### src/rtl/mod_sub_pipe_if.sv
// rtl/mod_sub_pipe_if.sv - valid/ready operand and result streams for mod_sub_pipe
//
// Purpose: bundles the operand stream (in_*, op1/op2/tag) and the result
// stream (out_*, res/tag/range_err) of the modular subtractor.
// Modports:
//   slave  - the subtractor: consumes operands, produces results.
//   master - the producer/consumer around it (testbench or upstream logic).
interface mod_sub_pipe_if #(
  parameter int DATA_WIDTH = 255,
  parameter int TAG_WIDTH  = 8
);
  logic                  in_valid_i;
  logic                  in_ready_o;
  logic [DATA_WIDTH-1:0] op1_i;
  logic [DATA_WIDTH-1:0] op2_i;
  logic [TAG_WIDTH-1:0]  tag_i;
  logic                  out_valid_o;
  logic                  out_ready_i;
  logic [DATA_WIDTH-1:0] res_o;
  logic [TAG_WIDTH-1:0]  tag_o;
  logic                  range_err_o;

  modport slave (
    input  in_valid_i, op1_i, op2_i, tag_i, out_ready_i,
    output in_ready_o, out_valid_o, res_o, tag_o, range_err_o
  );

  modport master (
    output in_valid_i, op1_i, op2_i, tag_i, out_ready_i,
    input  in_ready_o, out_valid_o, res_o, tag_o, range_err_o
  );
endinterface

### src/rtl/mod_sub_pipe.sv
// rtl/mod_sub_pipe.sv - two-stage pipelined modular subtractor (op1 - op2) mod MODULUS
//
// Purpose: res = (op1 - op2) mod MODULUS with a fixed two-stage pipeline,
// full valid/ready backpressure and a tag carried alongside each operation.
//   S1: registers the DATA_WIDTH+1 bit difference {borrow, diff} and the tag.
//   S2: adds MODULUS back when a borrow occurred, registers result and tag.
// Ports:
//   clk_i - clock, rising edge.
//   rst_i - asynchronous active-high reset, discards everything in flight.
//   bus   - mod_sub_pipe_if.slave: in_valid_i/in_ready_o/op1_i/op2_i/tag_i
//           operand stream, out_valid_o/out_ready_i/res_o/tag_o/range_err_o
//           result stream.
// Option: MOD_SUB_RANGE_CHECK_EN adds an operand range flag that travels
// with each operation to range_err_o; without it range_err_o is constant 0.
module mod_sub_pipe #(
  parameter int                    DATA_WIDTH = 255,
  parameter logic [DATA_WIDTH-1:0] MODULUS    =
    255'h73eda753299d7d483339d80809a1d80553bda402fffe5bfeffffffff00000001,
  parameter int                    TAG_WIDTH  = 8
) (
  input  logic          clk_i,
  input  logic          rst_i,
  mod_sub_pipe_if.slave bus
);

  logic                  s1_valid_q, s1_valid_d;
  logic                  s1_borrow_q, s1_borrow_d;
  logic [DATA_WIDTH-1:0] s1_diff_q, s1_diff_d;
  logic [TAG_WIDTH-1:0]  s1_tag_q, s1_tag_d;

  logic                  s2_valid_q, s2_valid_d;
  logic [DATA_WIDTH-1:0] s2_res_q, s2_res_d;
  logic [TAG_WIDTH-1:0]  s2_tag_q, s2_tag_d;

  logic                  s1_adv;
  logic                  s2_adv;
  logic                  accept;
  logic [DATA_WIDTH:0]   sub_full;

  // A stage may take new data when it is empty or its content moves on.
  // in_ready therefore depends only on downstream state, never on in_valid.
  always_comb begin
    s2_adv   = !s2_valid_q || bus.out_ready_i;
    s1_adv   = !s1_valid_q || s2_adv;
    accept   = bus.in_valid_i && s1_adv;
    sub_full = {1'b0, bus.op1_i} - {1'b0, bus.op2_i};
  end

  always_comb begin
    s1_valid_d  = s1_valid_q;
    s1_borrow_d = s1_borrow_q;
    s1_diff_d   = s1_diff_q;
    s1_tag_d    = s1_tag_q;
    s2_valid_d  = s2_valid_q;
    s2_res_d    = s2_res_q;
    s2_tag_d    = s2_tag_q;

    if (accept) begin
      s1_valid_d  = 1'b1;
      s1_borrow_d = sub_full[DATA_WIDTH];
      s1_diff_d   = sub_full[DATA_WIDTH-1:0];
      s1_tag_d    = bus.tag_i;
    end else if (s1_adv) begin
      s1_valid_d  = 1'b0;
    end

    if (s2_adv) begin
      s2_valid_d = s1_valid_q;
    end

    // With in-range operands diff + MODULUS after a borrow wraps back into
    // [0, MODULUS-1], so a single conditional correction suffices.
    if (s1_valid_q && s2_adv) begin
      s2_res_d = s1_borrow_q ? (s1_diff_q + MODULUS) : s1_diff_q;
      s2_tag_d = s1_tag_q;
    end
  end

  always_ff @(posedge clk_i or posedge rst_i) begin
    if (rst_i) begin
      s1_valid_q  <= 1'b0;
      s1_borrow_q <= 1'b0;
      s1_diff_q   <= '0;
      s1_tag_q    <= '0;
      s2_valid_q  <= 1'b0;
      s2_res_q    <= '0;
      s2_tag_q    <= '0;
    end else begin
      s1_valid_q  <= s1_valid_d;
      s1_borrow_q <= s1_borrow_d;
      s1_diff_q   <= s1_diff_d;
      s1_tag_q    <= s1_tag_d;
      s2_valid_q  <= s2_valid_d;
      s2_res_q    <= s2_res_d;
      s2_tag_q    <= s2_tag_d;
    end
  end

`ifdef MOD_SUB_RANGE_CHECK_EN
  logic s1_err_q, s1_err_d;
  logic s2_err_q, s2_err_d;

  // The flag follows exactly the same load enables as the data it describes.
  always_comb begin
    s1_err_d = s1_err_q;
    s2_err_d = s2_err_q;
    if (accept) begin
      s1_err_d = (bus.op1_i >= MODULUS) || (bus.op2_i >= MODULUS);
    end
    if (s1_valid_q && s2_adv) begin
      s2_err_d = s1_err_q;
    end
  end

  always_ff @(posedge clk_i or posedge rst_i) begin
    if (rst_i) begin
      s1_err_q <= 1'b0;
      s2_err_q <= 1'b0;
    end else begin
      s1_err_q <= s1_err_d;
      s2_err_q <= s2_err_d;
    end
  end

  assign bus.range_err_o = s2_err_q;
`else
  assign bus.range_err_o = 1'b0;
`endif

  assign bus.in_ready_o  = s1_adv;
  assign bus.out_valid_o = s2_valid_q;
  assign bus.res_o       = s2_res_q;
  assign bus.tag_o       = s2_tag_q;

endmodule

### src/flat_wrapper.sv
// flat-port wrapper written by rule: the top's interface ports become plain ports
module mod_sub_pipe_flat 
#(
  parameter int                    DATA_WIDTH = 255,
  parameter logic [DATA_WIDTH-1:0] MODULUS    =
    255'h73eda753299d7d483339d80809a1d80553bda402fffe5bfeffffffff00000001,
  parameter int                    TAG_WIDTH  = 8
)
  (clk_i, rst_i, bus_in_valid_i, bus_op1_i, bus_op2_i, bus_tag_i, bus_out_ready_i, bus_in_ready_o, bus_out_valid_o, bus_res_o, bus_tag_o, bus_range_err_o);
  mod_sub_pipe_if #(.DATA_WIDTH(DATA_WIDTH), .TAG_WIDTH(TAG_WIDTH)) bus_i ();
  input  logic clk_i;
  input  logic rst_i;
  input wire logic [$bits(bus_i.in_valid_i)-1:0] bus_in_valid_i;
  input wire logic [$bits(bus_i.op1_i)-1:0] bus_op1_i;
  input wire logic [$bits(bus_i.op2_i)-1:0] bus_op2_i;
  input wire logic [$bits(bus_i.tag_i)-1:0] bus_tag_i;
  input wire logic [$bits(bus_i.out_ready_i)-1:0] bus_out_ready_i;
  output wire logic [$bits(bus_i.in_ready_o)-1:0] bus_in_ready_o;
  output wire logic [$bits(bus_i.out_valid_o)-1:0] bus_out_valid_o;
  output wire logic [$bits(bus_i.res_o)-1:0] bus_res_o;
  output wire logic [$bits(bus_i.tag_o)-1:0] bus_tag_o;
  output wire logic [$bits(bus_i.range_err_o)-1:0] bus_range_err_o;
  assign bus_i.in_valid_i = bus_in_valid_i;
  assign bus_i.op1_i = bus_op1_i;
  assign bus_i.op2_i = bus_op2_i;
  assign bus_i.tag_i = bus_tag_i;
  assign bus_i.out_ready_i = bus_out_ready_i;
  assign bus_in_ready_o = bus_i.in_ready_o;
  assign bus_out_valid_o = bus_i.out_valid_o;
  assign bus_res_o = bus_i.res_o;
  assign bus_tag_o = bus_i.tag_o;
  assign bus_range_err_o = bus_i.range_err_o;
  mod_sub_pipe #(.DATA_WIDTH(DATA_WIDTH), .MODULUS(MODULUS), .TAG_WIDTH(TAG_WIDTH)) u_core (.clk_i(clk_i), .rst_i(rst_i), .bus(bus_i));
endmodule
### config.mk
export PLATFORM = sky130hd
export DESIGN_NAME = mod_sub_pipe_flat
export DESIGN_NICKNAME = d
export VERILOG_FILES = /design/src/rtl/mod_sub_pipe_if.sv /design/src/rtl/mod_sub_pipe.sv /design/src/flat_wrapper.sv
export SDC_FILE = /design/constraint.sdc
export NUM_CORES = 2
export LEC_CHECK = 0
export BUFFER_PORTS_ARGS = -buffer_cell sky130_fd_sc_hd__buf_4
export CORE_AREA = 3 3 307 309
export DETAILED_ROUTE_END_ITERATION = 10
export DIE_AREA = 0 0 310 312
export HOLD_SLACK_MARGIN = 0.05
export PLACE_DENSITY = 0.76
export SYNTH_ARGS = -nofsm -noshare
export SYNTH_HDL_FRONTEND = slang
export SYNTH_SLANG_ARGS = --single-unit
### constraint.sdc
create_clock -name clk_i -period 20 [get_ports clk_i]
set_clock_uncertainty 0.2 [all_clocks]
set_input_delay 1 -clock clk_i [delete_from_list [all_inputs] [get_ports clk_i]]
set_output_delay 1 -clock clk_i [all_outputs]
set_load 0.01 [all_outputs]
==> run summary <==
Post-synth EDFFs: 0
Final Total Pwr: 5.37 mW
Final cell count without fillers: 8490
Tightest Pin Transition: 1.19 ns
Layout Nets: 8026
Area contributors post-synth: dfrtp_1 28%, o21ai_0 9.5%, nand2_1 9.0%
Hold WC Path Type: reg -> reg
Most frequent cells in the layout: 1142 x nand2_1, 909 x o21ai_0, 816 x buf_4
Largest net degree at the start of global routing: 127
Commonest non-fill, non-tap cell in the layout: nand2_1
Placed instance count: 8364
Post-CTS sizing: 0
Global-route wire length before repair: 315 mm
DRC Markers: 0
Sequential share of the synthesized area: 0.276
Worst EP required: 20.33 ns
Critical-path cell list: buf_4 -> inv_1 -> ha_1 -> nor2b_1 -> o2111ai_1 -> a2111oi_0 -> o21ai_0 -> a2111oi_0 -> o31ai_1 -> a21oi_1 -> o2111ai_1 -> a21oi_1 -> o211a_1 -> a21o_1 -> a21oi_1 -> o41ai_1 -> mux2i_1 -> nand4_1
Worst path bufs/invs: 2
Setup_tns: 0 ns
Chip height: 312 um
Min Tclk post-route: 6.40 ns
Status: completed
Layout cells sized above 1: 0.143
Top_reg_cell synth: dfrtp_1
Wirelength per Cell: 25.3 um
Placed Area: 54100 um^2
Most frequent CP cell: a21oi_1
Ys Warns: 0
Clock Pin Slew Worst Setup and Hold Paths: 0.06 ns
Die W: 310 um
CP max FO: 4
Setup Viol. Count Final: 0
CTS Root Cell: clkbuf_16
Crit. End Element: register
Vias: 54172
All-Layer GR Usage: 0.424
Area occupied by multi-input gates: 31800 um^2
Clk sinks: 529
Core Region: 91700 um^2
Ys async rst share: 1.00
Worst rel slew slack: 0.203
Levels on crit path: 18
Die area: 96700 um^2
Seq cells post-synth: 529
Setup crit start kind: input port
# IOs: 788
Area growth syn-to-layout: 17.6%
Routed WL: 214 mm
Row Count: 111
Vias per std cell: 6.38
Hold Buf Count CTS: 0
Highest clock rate: 0.156 GHz
CTS tree: yes
DRT Pass-1 Iters: 9
Post-Syn Area: 48000 um^2
Clock H-tree levels: 3
Synth top area share: 0.276
Syn_area_per_cell: 7.14 um^2
Worst path slowest cell: a2111oi_0
Peak supply drop: 0.0708 mV
Static Leak: 25.1 nW
Max-slew violation count: 0
Storage cell area: 13200 um^2
Crit share post-route: 0.320
Antenna Violating Nets Remaining: 0
Synthesized Nets: 7500
Synth area leader: dfrtp_1
Worst path max stage delay: 0.82 ns
GP Congestion: 1.04
Hold depth: 2
Initial Utilization: 0.523
Clk buf depth: 3
Final Instance Area: 56400 um^2
Input/output buffers: 786
Reg2Reg Depth: 15
Pwr Density: 95.2 nW/um^2
Initial antenna violation count: 16
CTS buffer count: 67
Post-DP HPWL: 175 mm
Distinct cells, synth: 108
Post-CTS setup buffers: 0
Fillers: 8290
Critical path's top delay family: compound AO/OA/AOI/OAI gates
Vias in the first global route: 51149
CP arrival: 6.73 ns
RSZ-0062 raised after global routing: no
Clock Latency Late Sink: 0.66 ns
Endpoints failing hold: 0
Total grt overflow: 0
Initial DRC Count: 6585
Max Cap Viol: 0
Setup CP Type: in -> reg
Syn Inst Count: 6721
[registers in the layout, indices dropped and copies added (netlist names)]
register                count
u_core.bus.tag_o            8
u_core.s1_diff_q          255
u_core.s1_tag_q             8
u_core.bus.res_o          255
u_core.s1_borrow_q          1
u_core.bus.out_valid_o      1
u_core.s1_valid_q           1
[layer usage]
layer  global-route usage  vias up  share of wire
li1                     -    24668              -
met1                0.533    25584           0.38
met2                0.667     3239           0.44
met3                0.101      663           0.10
met4                0.237       18          0.068
met5                    0        -        0.00069
[where the power goes]
| part | switching [mW] | internal [mW] | total, mW |
|---|---|---|---|
| Combinational | 1.43 | 0.851 | 2.28 |
| Sequential | 0.453 | 1.37 | 1.83 |
| Clock | 0.543 | 0.723 | 1.27 |
| Total | 2.42 | 2.95 | 5.37 |
[path summary, 6_finish.rpt]
| path | start | slack (ns) | endpoint |
|---|---|---|---|
| worst max-delay path | bus_op2_i[1] | 13.60 | u_core.s1_diff_q[247] |
| worst min-delay path | u_core.s1_tag_q[7] | 0.27 | u_core.bus.tag_o[7] |
| worst max register to register | u_core.s1_diff_q[18] | 13.76 | u_core.bus.res_o[207] |
| worst min register to register | u_core.s1_tag_q[7] | 0.27 | u_core.bus.tag_o[7] |
| max in group asynchronous | rst_i | 15.94 | u_core.bus.res_o[156] |
| min in group asynchronous | rst_i | 0.29 | u_core.bus.tag_o[1] |
[final cells by class]
class	instances	area share
multi-input cells	5436	0.563
diodes	3	0.000133
clock inverters	35	0.00719
well taps	1186	0.0263
clock buffers	88	0.0331
flip-flops and latches	529	0.235
repair buffers	816	0.109
inverters	397	0.0266
[logic make-up after synthesis]
logic type                 Yosys count  share of synthesized area
DFF                                529                      0.276
AOI/OAI and AO/OA                 2123                      0.258
other                                1                  0.0000782
buffers and inverters              756                     0.0619
and+or+nand+nor                   2560                      0.246
xor gates and xnor gates           489                     0.0893
muxes                                6                    0.00133
adders and majority gates          257                     0.0672
[per-stage QoR]
step | worst slack [ns] | utilization | hold WS [ns]
2_1_floorplan | 4.02 | - | 0.239
3_3_place_gp | 13.40 | 0.591 | 0.246
3_5_place_dp | 13.29 | 0.591 | 0.251
4_1_cts | 13.94 | 0.615 | 0.277
5_1_grt | 13.16 | 0.615 | 0.290
6_report | 13.60 | 0.615 | 0.275
[worst min-delay path, stage by stage (launching register included)]
cell and delay [ns]:
dfrtp_1 0.34, nand2_1 0.05, nand2_1 0.05
[synth_stat cells (all sizes together) (127+ instances only)]
cell type,n
nor3,136
dfrtp,529
nand3,127
nand2,1145
nand4,200
clkbuf,340
o21ai,919
nor2,506
xnor2,251
ha,256
inv,396
a21oi,591
xor2,238
a21o,145
No activity file was read; power rests on OpenSTA's default activity.
